==> config.mk <==
export PLATFORM = sky130hd
export DESIGN_NAME = sched_multi
export DESIGN_NICKNAME = d
export VERILOG_FILES = /design/src/rtl/sched_multi.sv
export SDC_FILE = /design/constraint.sdc
export NUM_CORES = 1
export LEC_CHECK = 0
export CAP_MARGIN = 0
export CORE_AREA = 3 3 40 42
export CTS_BUF_LIST = sky130_fd_sc_hd__clkbuf_8
export CTS_CLUSTER_DIAMETER = 200
export DETAILED_ROUTE_END_ITERATION = 12
export DIE_AREA = 0 0 43 45
export GPL_TIMING_DRIVEN = 1
export PLACE_DENSITY = 0.82
export SYNTH_ARGS = -nofsm -noshare
export SYNTH_HDL_FRONTEND = slang
export SYNTH_SLANG_ARGS = --single-unit
==> constraint.sdc <==
create_clock -name clk -period 1.9 [get_ports clk]
set_clock_uncertainty 0.1 [all_clocks]
set_input_delay 0.38 -clock clk [delete_from_list [all_inputs] [get_ports clk]]
set_output_delay 0.38 -clock clk [all_outputs]
set_load 0.1 [all_outputs]
==> src/rtl/sched_multi.sv <==
// sched_multi: multi-machine task scheduler with phase-driven short/long dispatch.
// Optional per-machine deadline watchdog enabled by defining SCHED_DEADLINE_EN.
module sched_multi #(
  parameter int NB_TASKS = 3,
  parameter int NB_PROC  = 2,
  parameter int NB_MACH  = 1
`ifdef SCHED_DEADLINE_EN
  ,
  parameter int MAX_TASK_CYCLES = 20
`endif
) (
  input  logic               clk,
  input  logic               rst_n,
  input  logic [NB_PROC-1:0] controllable_sched,
  input  logic [NB_MACH-1:0] end_task,
  input  logic               end_of_cycle,
  output logic               error,
  output logic               _rt_sched_short,
  output logic               _rt_sched_long,
  output logic               _rt_end_task,
  output logic               _rt_end_of_cycle,
  output logic [NB_MACH-1:0] busy,
  output logic [3:0]         done_count
);

  localparam int PW = (NB_PROC > 1) ? $clog2(NB_PROC) : 1;
  localparam logic [3:0] LP_NT = 4'(NB_TASKS);

  logic               r_armed;
  logic               r_error;
  logic [NB_MACH-1:0] r_busy;
  logic [3:0]         r_done;
  logic [3:0]         r_phase [NB_PROC];
  logic [PW-1:0]      r_owner [NB_MACH];

  logic               w_act;
  logic               w_preq;
  logic               w_plong;
  logic [PW-1:0]      w_psel;
  logic               w_mfree;
  logic [NB_MACH-1:0] w_moh;
  logic               w_evalid;
  logic [NB_MACH-1:0] w_eoh;
  logic [PW-1:0]      w_eown;
  logic               w_disp;
  logic               w_eoc;
  logic               w_end;
  logic               w_err_tmo;
  logic               w_err_set;

  // Lowest requesting process and its long/short phase bit
  always_comb begin
    w_preq  = 1'b0;
    w_plong = 1'b0;
    w_psel  = '0;
    for (int p = NB_PROC - 1; p >= 0; p--) begin
      if (controllable_sched[p]) begin
        w_preq  = 1'b1;
        w_psel  = PW'(p);
        w_plong = r_phase[p][2'(p)];
      end
    end
  end

  // Lowest free machine, one-hot
  always_comb begin
    w_mfree = 1'b0;
    w_moh   = '0;
    for (int m = NB_MACH - 1; m >= 0; m--) begin
      if (!r_busy[m]) begin
        w_mfree  = 1'b1;
        w_moh    = '0;
        w_moh[m] = 1'b1;
      end
    end
  end

  // Lowest busy machine reporting completion, and its owner
  always_comb begin
    w_evalid = 1'b0;
    w_eoh    = '0;
    w_eown   = '0;
    for (int m = NB_MACH - 1; m >= 0; m--) begin
      if (end_task[m] && r_busy[m]) begin
        w_evalid = 1'b1;
        w_eoh    = '0;
        w_eoh[m] = 1'b1;
        w_eown   = r_owner[m];
      end
    end
  end

`ifdef SCHED_DEADLINE_EN
  localparam logic [7:0] LP_MAX = 8'(MAX_TASK_CYCLES);

  logic [7:0] r_timer [NB_MACH];

  // A busy machine whose timer ran out without completing is an error
  always_comb begin
    w_err_tmo = 1'b0;
    for (int m = 0; m < NB_MACH; m++) begin
      if (r_busy[m] && (r_timer[m] >= LP_MAX) &&
          !(w_end && w_eoh[m]))
        w_err_tmo = 1'b1;
    end
  end

  // Occupancy timers: restart on dispatch, count while busy
  always_ff @(posedge clk) begin
    for (int m = 0; m < NB_MACH; m++) begin
      if (!rst_n)
        r_timer[m] <= '0;
      else if (w_disp && w_moh[m])
        r_timer[m] <= '0;
      else if (r_busy[m] && (r_timer[m] != LP_MAX))
        r_timer[m] <= r_timer[m] + 8'd1;
    end
  end
`else
  assign w_err_tmo = 1'b0;
`endif

  // Event arbitration: dispatch > end_of_cycle > end_task
  always_comb begin
    w_act  = r_armed & rst_n;
    w_disp = w_act & ~r_error & w_preq & w_mfree;
    w_eoc  = w_act & end_of_cycle & ~w_disp;
    w_end  = w_act & ~r_error & ~w_disp & ~w_eoc & w_evalid;
    w_err_set = (w_eoc && (r_done < LP_NT))
              | ((|controllable_sched) && !w_mfree)
              | (w_act && (|(end_task & ~r_busy)))
              | w_err_tmo;
  end

  // Scheduler state: arming, error, occupancy, owners, counters
  always_ff @(posedge clk) begin
    if (!rst_n) begin
      r_armed <= 1'b0;
      r_error <= 1'b0;
      r_busy  <= '0;
      r_done  <= '0;
      for (int p = 0; p < NB_PROC; p++)
        r_phase[p] <= '0;
      for (int m = 0; m < NB_MACH; m++)
        r_owner[m] <= '0;
    end else begin
      r_armed <= 1'b1;
      if (w_err_set)
        r_error <= 1'b1;
      r_busy <= (r_busy | (w_disp ? w_moh : '0))
              & ~(w_end ? w_eoh : '0);
      for (int m = 0; m < NB_MACH; m++) begin
        if (w_disp && w_moh[m])
          r_owner[m] <= w_psel;
      end
      for (int p = 0; p < NB_PROC; p++) begin
        if (w_end && (w_eown == PW'(p)))
          r_phase[p] <= r_phase[p] + 4'd1;
      end
      if (w_eoc)
        r_done <= '0;
      else if (w_end && (r_done != LP_NT))
        r_done <= r_done + 4'd1;
    end
  end

  assign error            = r_error;
  assign busy             = r_busy;
  assign done_count       = r_done;
  assign _rt_sched_short  = w_disp & ~w_plong;
  assign _rt_sched_long   = w_disp & w_plong;
  assign _rt_end_task     = w_end;
  assign _rt_end_of_cycle = w_eoc;

endmodule

==> impl_metrics.toml <==
[run_status]
outcome = "finished with violations"
violations = "negative setup slack"

[setup_path]
critPathKind = "in -> out"
worstPathRequired_ns = 1.42
start_kind = "input port"
r2r_cells = 3
arrival_ns = 1.43
rrSetupSlack_ns = 0.14
path_max_fanout = 3
r2r-end = "done_count[0]"
cp-end-kind = "primary output"
worstReg2RegStart = "busy"

[sta]
report.final.slew_viol_count = 0
fin_ws_ns = -0.0106
period_share = 1.01
tightest_slew_ns = 0.478
hold_viol = 0
setup_viol = 1
max-slew-margin-rel = 0.681
timing.fmax_mhz = 523
fin_crit_ns = 1.91
rsz0062_at_grt = "yes"

[routing]
wl_met2_mm = 1.03
wl_per_cell_um = 18.7
viasPerCell = 6.10
drc_errors = 0
via_count = 714
dr.pass1.iters = 4
met1_length_um = 912
top_layer = "met4"
routed-wl-met3_um = 184
drtAntennaViolNets = 0
drt_iter0_markers = 22
routed_wl_mm = 2.19

[clocking]
cts_tree = "built"
cts_sinks = 11
root_buffer = "clkbuf_8"
htree_levels = 1
clkTransAtPathRegs_ns = 0.05
clk_latency_ns = 0.25
numCtsBuffers = 3
cts_max_path_buffers = 2

[placement]
dp_hpwl_mm = 1.20
gp_congestion = 0.852
placed_cells = 108
dp_slack_ns = -0.273
portBuffers = 15

[logic_synthesis]
yosysUniqueCellTypes = 29
ys_async_sr_fraction = 0
syn_nets = 71
synth-edff-count = 4
syn_avg_cell_area_um2 = 9.21
synth_xor_xnor_area_share = 0.0149
synthMuxAreaShare = 0
synth_compound_area_frac = 0.214
seq_area_frac_synth = 0.442
syn-cell-area_um2 = 589
syn_inst = 64
synthFlopType = "dfxtp_1"
ys_seq_elements = 11
synth_top_family_by_area = "simple AND/OR/NAND/NOR gates"
synthSimpleGateAreaFrac = 0.268
synthAdderAreaFrac = 0.0212
synth-warning-count = 0

[floorplan]
die_area_um2 = 1940
die_h_um = 45
dieWidth_um = 43
io-pin-count = 16
core_um2 = 1280
initial_core_util = 0.459
rows = 13

[power]
ir_drop_mv = 0.500
leakage_nw = 0.460
power.density_nw_per_um2 = 632
power_mw = 0.710

[layout]
seq_area_um2 = 273
nNetsFinal = 110
antenna_cells = 0
multi_input_area_um2 = 354
fillerInstances = 59
drive_gt1_frac = 0.490
instances_no_fill = 117
syn2layout_area_growth_pct = 90.4
final_core_util = 0.873

[grt]
grt-ovfl-total = 0
grt_pass1_wl_mm = 3.15
grt_pass1_vias = 659
grt.total_usage = 0.228
antenna_found_initial = 0
grt_max_degree = 7

[hold_path]
worstHoldStart = "rst_n"
hold_end = "r_armed"
hold_class = "in -> reg"
whs_path_depth = 1

[flow_run]
cap_violations = 0
-- critical path, stage by stage --
cell and delay, ns:
dlygate4sd2_1 0.29, o21ba_4 0.16, nand4_1 0.12, buf_6 0.16, nor2b_4 0.13, buf_12 0.18
-- cells in the final DEF (no fill, tap or decap), drive strengths merged --
master / Yosys / final
a211oi: 5 / 5
a21o: 1 / 1
a21oi: 4 / 4
a22oi: 1 / 1
and3: 1 / 1
buf: 0 / 31
clkbuf: 2 / 3
clkdlybuf4s50: 0 / 1
clkinvlp: 0 / 1
dfxtp: 7 / 7
dlygate4sd2: 0 / 4
edfxtp: 4 / 4
ha: 1 / 1
inv: 4 / 4
nand2: 4 / 4
nand3: 3 / 3
nand4: 2 / 2
nand4b: 1 / 1
nor2: 5 / 5
nor2b: 3 / 3
nor3: 1 / 1
nor3b: 3 / 3
o21ai: 1 / 1
o21ba: 1 / 1
o31a: 1 / 1
o31ai: 4 / 4
or3: 1 / 1
or3b: 1 / 1
or4: 2 / 2
xnor2: 1 / 1
-- state kept, by name (all words and copies together), names as in the netlist --
name / flops
busy: 1
done_count: 4
error: 1
r_armed: 1
r_owner: 1
r_phase: 3
-- per-layer routing --
layer | GRT usage | vias to the layer above
li1 | - | 317
met1 | 0.295 | 339
met2 | 0.347 | 46
met3 | 0.0677 | 12
met4 | 0.114 | 0
met5 | 0 | -
-- cell type report --
type,instances,area share
clock inverter,1,0.00334
sequential,11,0.243
tap,15,0.0167
multi-input combinational,47,0.315
inverter,4,0.0190
clock buffer,3,0.0368
timing repair buffer,36,0.366
-- power breakdown --
group,internal [mW],switching (mW),total (mW)
Sequential,0.255,0.0140,0.269
Clock,0.143,0.0982,0.241
Combinational,0.0873,0.113,0.200
Total,0.485,0.225,0.710
-- how the worst max path moves through the flow --
stage	end	cells after the start	from
after floorplan	_rt_sched_short	3	error
after global placement	_rt_sched_short	5	controllable_sched[1]
after detailed placement	_rt_sched_short	5	controllable_sched[1]
after CTS	_rt_sched_short	5	error
after global routing	_rt_sched_short	6	controllable_sched[0]
final	_rt_sched_short	6	controllable_sched[0]
-- Yosys cell counts (all sizes together), types with 2 or more instances --
library cell	count	area share
dfxtp	7	0.24
a211oi	5	0.064
nor2	5	0.032
a21oi	4	0.034
edfxtp	4	0.20
inv	4	0.025
nand2	4	0.025
o31ai	4	0.051
nand3	3	0.025
nor2b	3	0.032
nor3b	3	0.047
clkbuf	2	0.015
nand4	2	0.021
or4	2	0.025
-- metrics by stage --
step / instance area, um2 / TNS, ns / hold WS, ns
finish: 1120 / -0.0106 / 0.375
detailed placement: 1020 / -1.66 / 0.430
CTS: 1090 / 0 / 0.378
floorplan: 637 / -0.251 / 0.308
global route: 1120 / -0.0629 / 0.397
global placement: 1020 / -1.43 / 0.414
-- cell families (layout without fill, tap and decap cells) --
family / after synthesis / in the layout
compound gates: 18 / 18
xor+xnor: 1 / 1
fa+ha+maj: 1 / 1
buf+inv: 6 / 44
flops: 11 / 11
simple gates: 27 / 27
-- what timing repair did --
action                                  4_1_cts  5_1_grt
resized for setup                             8        3
pin swaps                                     2        0
endpoints found under the setup margin        4        3
hold buffers                                  0        0
buffers inserted                              3        2
(Power assumes the default switching activity.)
